`config.mk`:
```
export PLATFORM = sky130hd
export DESIGN_NAME = multi_flex_counter
export DESIGN_NICKNAME = d
export VERILOG_FILES = /design/src/rtl/flex_cnt_pkg.sv /design/src/rtl/flex_counter_ch.sv /design/src/rtl/multi_flex_counter.sv
export SDC_FILE = /design/constraint.sdc
export NUM_CORES = 1
export LEC_CHECK = 0
export ABC_AREA = 1
export CORE_MARGIN = 1
export CORE_UTILIZATION = 52
export CTS_BUF_LIST = sky130_fd_sc_hd__clkbuf_8 sky130_fd_sc_hd__clkbuf_16
export CTS_CLUSTER_SIZE = 30
export DETAILED_ROUTE_END_ITERATION = 8
export PLACE_DENSITY_LB_ADDON = 0.12
export SLEW_MARGIN = 20
export SYNTH_ARGS = -nofsm -noshare
export SYNTH_HDL_FRONTEND = slang
export SYNTH_HIERARCHICAL = 1
export SYNTH_SLANG_ARGS = --single-unit
```
`constraint.sdc`:
```
create_clock -name clk -period 1.95 [get_ports clk]
set_input_delay 0.2925 -clock clk [delete_from_list [all_inputs] [get_ports clk]]
set_output_delay 0.2925 -clock clk [all_outputs]
set_load 0.005 [all_outputs]
```
`src/rtl/flex_cnt_pkg.sv`:
```
// Shared types and the single-step counting rule for the flexible counter bank.
package flex_cnt_pkg;

    // Widest channel the step function can handle; channels zero-extend into it
    // and take back only their own low bits.
    localparam int CNT_MAX_W = 32;

    typedef logic [CNT_MAX_W-1:0] cnt_t;

    typedef enum logic {
        DIR_DOWN = 1'b0,
        DIR_UP   = 1'b1
    } dir_e;

    // Result of one advance: the new count, whether it was a wrap event, and
    // whether saturation prevented the move.
    typedef struct packed {
        cnt_t next;
        logic wrap;
        logic blocked;
    } step_t;

    // One advance of a counter whose terminal value is rv.
    // A count above rv (rv lowered while running) is treated as sitting past the
    // limit: it always wraps straight back into range, even in saturate mode, so
    // the count never stays above rv for more than one advance.
    function automatic step_t next_cnt(
        input cnt_t cnt,
        input cnt_t rv,
        input dir_e dir,
        input logic sat
    );
        step_t r;
        r.next    = cnt;
        r.wrap    = 1'b0;
        r.blocked = 1'b0;
        if (cnt > rv) begin
            r.next = (dir == DIR_UP) ? '0 : rv;
            r.wrap = 1'b1;
        end else if (dir == DIR_UP) begin
            if (cnt != rv) begin
                r.next = cnt + cnt_t'(1);
            end else if (sat) begin
                r.blocked = 1'b1;
            end else begin
                r.next = '0;
                r.wrap = 1'b1;
            end
        end else begin
            if (cnt != '0) begin
                r.next = cnt - cnt_t'(1);
            end else if (sat) begin
                r.blocked = 1'b1;
            end else begin
                r.next = rv;
                r.wrap = 1'b1;
            end
        end
        return r;
    endfunction

endpackage

```
`src/rtl/flex_counter_ch.sv`:
```
// One counter channel: count register, next-state selection and its three
// registered flags. wrap_ev is the combinational wrap event of this cycle, used
// by the next channel as its cascade carry.
module flex_counter_ch
    import flex_cnt_pkg::*;
#(
    parameter int NUM_CNT_BITS = 4
) (
    input  logic                    clk,
    input  logic                    rst,
    input  logic                    clear,
    input  logic                    load,
    input  logic                    adv,
    input  logic                    dir_up,
    input  logic                    sat_mode,
    input  logic [NUM_CNT_BITS-1:0] load_val,
    input  logic [NUM_CNT_BITS-1:0] rollover_val,
    output logic [NUM_CNT_BITS-1:0] count_out,
    output logic                    rollover_flag,
    output logic                    wrap_pulse,
    output logic                    sat_flag,
    output logic                    wrap_ev
);

    logic [NUM_CNT_BITS-1:0] count_q;
    logic [NUM_CNT_BITS-1:0] count_d;
    logic                    rollover_q;
    logic                    rollover_d;
    logic                    wrap_q;
    logic                    wrap_d;
    logic                    sat_q;
    logic                    sat_d;
    step_t                   adv_res;

    // Outcome of an advance from the current count, evaluated every cycle.
    always_comb begin
        adv_res = next_cnt(cnt_t'(count_q), cnt_t'(rollover_val), dir_e'(dir_up), sat_mode);
    end

    // The step function works at full package width; only the low bits matter here.
    generate
        if (NUM_CNT_BITS < CNT_MAX_W) begin : g_hi_sink
            logic unused_hi;
            assign unused_hi = ^adv_res.next[CNT_MAX_W-1:NUM_CNT_BITS];
        end
    endgenerate

    // Next count with clear > load > advance > hold; clear and load never wrap.
    always_comb begin
        count_d = count_q;
        wrap_d  = 1'b0;
        sat_d   = 1'b0;
        if (clear) begin
            count_d = '0;
        end else if (load) begin
            count_d = (load_val < rollover_val) ? load_val : rollover_val;
        end else if (adv) begin
            count_d = adv_res.next[NUM_CNT_BITS-1:0];
            wrap_d  = adv_res.wrap;
            sat_d   = adv_res.blocked;
        end
        rollover_d = (count_d == rollover_val);
    end

    assign wrap_ev = wrap_d;

    // Count and flags register together so the flags line up with count_out.
    always_ff @(posedge clk or posedge rst) begin
        if (rst) begin
            count_q    <= '0;
            rollover_q <= 1'b0;
            wrap_q     <= 1'b0;
            sat_q      <= 1'b0;
        end else begin
            count_q    <= count_d;
            rollover_q <= rollover_d;
            wrap_q     <= wrap_d;
            sat_q      <= sat_d;
        end
    end

    assign count_out     = count_q;
    assign rollover_flag = rollover_q;
    assign wrap_pulse    = wrap_q;
    assign sat_flag      = sat_q;

endmodule

```
`src/rtl/multi_flex_counter.sv`:
```
// Bank of NUM_CH flexible counters. With CASCADE set, each channel above 0
// advances only when the channel below wraps in the same cycle, so the carry
// ripples through the whole bank combinationally.
module multi_flex_counter
    import flex_cnt_pkg::*;
#(
    parameter int NUM_CNT_BITS = 4,
    parameter int NUM_CH       = 2,
    parameter int CASCADE      = 0
) (
    input  logic                           clk,
    input  logic                           rst,
    input  logic [NUM_CH-1:0]              clear,
    input  logic [NUM_CH-1:0]              load,
    input  logic [NUM_CH-1:0]              count_enable,
    input  logic [NUM_CH-1:0]              dir_up,
    input  logic [NUM_CH-1:0]              sat_mode,
    input  logic [NUM_CH*NUM_CNT_BITS-1:0] load_val,
    input  logic [NUM_CH*NUM_CNT_BITS-1:0] rollover_val,
    output logic [NUM_CH*NUM_CNT_BITS-1:0] count_out,
    output logic [NUM_CH-1:0]              rollover_flag,
    output logic [NUM_CH-1:0]              wrap_pulse,
    output logic [NUM_CH-1:0]              sat_flag,
    output logic                           any_wrap
);

    logic [NUM_CH-1:0] wrap_ev_all;
    logic              any_wrap_q;
    logic              any_wrap_d;

    genvar gi;
    generate
        for (gi = 0; gi < NUM_CH; gi++) begin : g_ch
            logic ch_adv;
            logic ch_wrap;

            // Carry is taken from the previous block's own wire rather than a
            // shared vector so the ripple chain has no bit-to-bit self loop.
            if (CASCADE != 0 && gi > 0) begin : g_casc
                assign ch_adv = count_enable[gi] & g_ch[gi-1].ch_wrap;
            end else begin : g_free
                assign ch_adv = count_enable[gi];
            end

            flex_counter_ch #(
                .NUM_CNT_BITS (NUM_CNT_BITS)
            ) u_ch (
                .clk           (clk),
                .rst           (rst),
                .clear         (clear[gi]),
                .load          (load[gi]),
                .adv           (ch_adv),
                .dir_up        (dir_up[gi]),
                .sat_mode      (sat_mode[gi]),
                .load_val      (load_val[gi*NUM_CNT_BITS +: NUM_CNT_BITS]),
                .rollover_val  (rollover_val[gi*NUM_CNT_BITS +: NUM_CNT_BITS]),
                .count_out     (count_out[gi*NUM_CNT_BITS +: NUM_CNT_BITS]),
                .rollover_flag (rollover_flag[gi]),
                .wrap_pulse    (wrap_pulse[gi]),
                .sat_flag      (sat_flag[gi]),
                .wrap_ev       (ch_wrap)
            );

            assign wrap_ev_all[gi] = ch_wrap;
        end
    endgenerate

    // OR of this cycle's wrap events; registered so it matches wrap_pulse timing.
    always_comb begin
        any_wrap_d = |wrap_ev_all;
    end

    // Summary wrap register.
    always_ff @(posedge clk or posedge rst) begin
        if (rst) begin
            any_wrap_q <= 1'b0;
        end else begin
            any_wrap_q <= any_wrap_d;
        end
    end

    assign any_wrap = any_wrap_q;

endmodule

```
==> impl_metrics.env, run 1 <==
export IMPL_failing_checks="negative setup slack"
export IMPL_status="finished with violations"
export IMPL_drtIter0Drc=268
export IMPL_clk_pin_slew_ns=0.05
export IMPL_cellPowerDensity_nw_per_um2=514
export IMPL_antenna_left=0
export IMPL_drv_slew=0
export IMPL_worstRegToRegCells=15
export IMPL_detailedPlacementHpwl_mm=4.94
export IMPL_crit_reg2reg_launch="g_ch[1].u_ch/count_out[1]"
export IMPL_synth_seq_area_share=0.181
export IMPL_worstSetupEndpoint="g_ch[1].u_ch/rollover_flag"
export IMPL_ctsHoldBuffers=0
export IMPL_worst_slew_margin_rel=0.763
export IMPL_wire_length_per_cell_after_detailed_routing_um=14.9
export IMPL_place_congestion=0.947
export IMPL_globalRouteOverflowTotal=0
export IMPL_place_ws_ns=-0.458
export IMPL_count_of_endpoints_failing_setup_in_the_final_report=2
export IMPL_worstSetupPathType="reg2reg"
export IMPL_tritoncts="built"
export IMPL_die_area_um2=4260
export IMPL_critical_path_endpoint_type="flop"
export IMPL_boundary_pin_count=43
export IMPL_detailed_place_area_um2=2860
export IMPL_tightest_slew_ns=0.355
export IMPL_maxCapViolations=0
export IMPL_worst_hold_path_type="in2async"
export IMPL_report_final_hold_viol_count=0
export IMPL_via_count=2786
export IMPL_power_ir_vdd_worst_mv=0.323
export IMPL_drt_total_wl_mm=7.47
export IMPL_synth_area_leaders="sky130_fd_sc_hd__nand2_1 (27%), sky130_fd_sc_hd__dfrtp_1 (18%), sky130_fd_sc_hd__ha_1 (11%), sky130_fd_sc_hd__nand3_1 (7.2%), sky130_fd_sc_hd__inv_1 (7.0%)"
export IMPL_postSynthRegisterBits=15
export IMPL_ctsHtreeMaxLevel=1
export IMPL_initial_cell_density_of_the_core=0.555
export IMPL_clock_insertion_delay_worst_skew_ns=0.24
export IMPL_chipHeight_um=65.2
export IMPL_cp_data_required_time_ns=2.13
export IMPL_mappedNetlistNets=403
export IMPL_grt_start_max_net_pins=9
export IMPL_grt_util_all_layers=0.302
export IMPL_grt_pass1_wl_mm=9.97
export IMPL_rsz_0062_raised_after_global_routing="true"
export IMPL_setup_reg_to_reg_worst_slack_ns=-0.09
export IMPL_clock_sinks=15
export IMPL_antenna_diode_count=0
export IMPL_library_cell_occupying_the_most_area_in_the_post_synthesis_netlist="sky130_fd_sc_hd__nand2_1"
export IMPL_synth_cell_area_um2=2080
export IMPL_total_power_uw=1670
export IMPL_post_synth_cell_area_avg_um2=5.82
export IMPL_synth_top_cell_area_share=0.269
export IMPL_final_min_period_over_clock_period=1.05
export IMPL_fp_coreArea_um2=3740
export IMPL_cts_made_buffers=3
export IMPL_yosysUniqueCellTypes=25
export IMPL_area_growth_pct=55.9
export IMPL_synthCells=357
export IMPL_grt_pass1_vias=2441
export IMPL_worst_clk_skew_ns=0.00435
export IMPL_yosys_warnings=6
export IMPL_port_buffers=42
export IMPL_critical_path_max_fanout=7
export IMPL_post_route_cells_drive_above_1_share=0.314
export IMPL_reg2reg_to="g_ch[1].u_ch/rollover_flag"
export IMPL_maximum_clock_frequency_mhz=490
export IMPL_critical_path_start="g_ch[1].u_ch/count_out[1]"
export IMPL_finish_net_count=499
export IMPL_post_layout_min_period_ns=2.04
export IMPL_leakage_power_summed_over_all_cells_uw=0.00175
export IMPL_finalWorstSetupSlack_ns=-0.0929
export IMPL_floorplan_rows=22
export IMPL_start_kind="flop"
export IMPL_fp_dieW_um=65.2
export IMPL_number_of_antenna_violations_at_the_first_check_in_global_routing=0
export IMPL_postLayoutCellArea_um2=3240
export IMPL_worstPathArrival_ns=2.22
export IMPL_detail_route_first_pass_iterations=6
export IMPL_viasPerCell=5.57
export IMPL_post_route_drc_count=0
export IMPL_cts_buffer_depth=2
export IMPL_clockRootBuffer="sky130_fd_sc_hd__clkbuf_8"
export IMPL_setup_tns_final_ns=-0.116
[Yosys cell counts, drive strengths merged]
master  instances
nand4           4
o21ai          16
dfrtp          15
buf             2
nand3          36
or2             2
a21oi          12
inv            55
xnor2           2
o211ai          2
clkinv          4
nor2           24
nand2         161
ha             18
xor2            2
a211oi          2
[metal layers]
metal,GRT usage,vias to the layer above,part of all wire
met1,0.310,1275,0.35
met3,0.0260,38,0.061
met5,0,-,0
met2,0.610,159,0.54
met4,0.122,0,0.049
li1,-,1314,-
[power breakdown]
| group | internal (uW) | total [uW] | leakage [uW] | switching (uW) |
|---|---|---|---|---|
| Sequential | 337 | 366 | 0.000197 | 29.7 |
| Clock | 139 | 236 | 0.0000269 | 97.3 |
| Combinational | 477 | 1060 | 0.00153 | 587 |
| Total | 952 | 1670 | 0.00175 | 714 |
[worst min-delay path by stage]
stage	slack [ns]	startpoint	to
CTS	0.24	rst	any_wrap
floorplan	0.02	rst	any_wrap
detailed placement	0.50	rst	any_wrap
global route	0.25	rst	any_wrap
finish	0.25	rst	any_wrap
global placement	0.49	rst	any_wrap
[critical path, cell delays in order, from the launching register on]
cell and delay (ns):
sky130_fd_sc_hd__dfrtp_2 0.49, sky130_fd_sc_hd__ha_4 0.31, sky130_fd_sc_hd__nand2_4 0.05, sky130_fd_sc_hd__nor2_4 0.16, sky130_fd_sc_hd__nand2_1 0.12, sky130_fd_sc_hd__nand2_1 0.09
sky130_fd_sc_hd__nand2_1 0.09, sky130_fd_sc_hd__nand3_2 0.09, sky130_fd_sc_hd__nand2_1 0.07, sky130_fd_sc_hd__nand2_2 0.09, sky130_fd_sc_hd__nand2_2 0.07, sky130_fd_sc_hd__nand2_2 0.07
sky130_fd_sc_hd__nand2_1 0.06, sky130_fd_sc_hd__nand2_1 0.08, sky130_fd_sc_hd__nand3_2 0.06, sky130_fd_sc_hd__nor2_2 0.09
[placed cells by master (no fill, tap or decap), drive strengths merged]
master and count:
a211oi 2, a21oi 12, buf 51, clkbuf 3, clkdlybuf4s50 34, clkinv 3
dfrtp 15, dlygate4sd2 7, dlymetal6s2s 1, ha 18, inv 57, nand2 161
nand3 36, nand4 4, nor2 24, o211ai 2, o21ai 16, or2 2
xnor2 2, xor2 2
[layout make-up]
class	count	area (um^2)
Clock buffer	3	41.3
Clock inverter	1	3.75
Tap cell	48	60.1
Multi-Input combinational cell	281	1730
Fill cell	203	502
Inverter	59	233
Timing Repair Buffer	93	797
Sequential cell	15	378
[kinds of logic after synthesis]
logic type,share of synthesized area
and+or+nand+nor,0.487
AOI/OAI and AO/OA,0.0854
xor gates and xnor gates,0.0169
buffers and inverters,0.122
DFF,0.181
adders and majority gates,0.108
[stage by stage]
| stage | hold WS [ns] | std cells | utilization |
|---|---|---|---|
| finish | 0.245 | 500 | 0.866 |
| global route | 0.248 | 500 | 0.866 |
| CTS | 0.244 | 495 | 0.806 |
| detailed placement | 0.499 | 488 | 0.764 |
| global placement | 0.486 | 488 | 0.764 |
| floorplan | 0.0212 | 357 | - |
[state kept, by name, summed over array words and instances (netlist names)]
register and cells:
g_ch.u_ch/wrap_pulse 2, g_ch.u_ch/rollover_flag 2, any_wrap 1, g_ch.u_ch/count_out 8
g_ch.u_ch/sat_flag 2
[what timing repair did]
item                                    in CTS  in global routing
gates resized for setup                     28                 39
setup buffers                                3                  5
endpoints found under the hold margin        0                  0
pin swaps                                   19                 25
endpoints found under the setup margin       8                  6
cloned                                       0                  0
(Power assumes the default switching activity.)
==> inputs of run 2 (changes only) <==
--- a/config.mk
+++ b/config.mk
@@ -6,13 +6,13 @@
 export NUM_CORES = 1
 export LEC_CHECK = 0
 export ABC_AREA = 1
+export CAP_MARGIN = 20
 export CORE_MARGIN = 1
 export CORE_UTILIZATION = 52
 export CTS_BUF_LIST = sky130_fd_sc_hd__clkbuf_8 sky130_fd_sc_hd__clkbuf_16
 export CTS_CLUSTER_SIZE = 30
 export DETAILED_ROUTE_END_ITERATION = 8
 export PLACE_DENSITY_LB_ADDON = 0.12
-export SLEW_MARGIN = 20
 export SYNTH_ARGS = -nofsm -noshare
 export SYNTH_HDL_FRONTEND = slang
 export SYNTH_HIERARCHICAL = 1
==> results of run 2 <==
Final layout, timing and power as in run 1 (identical DEF).
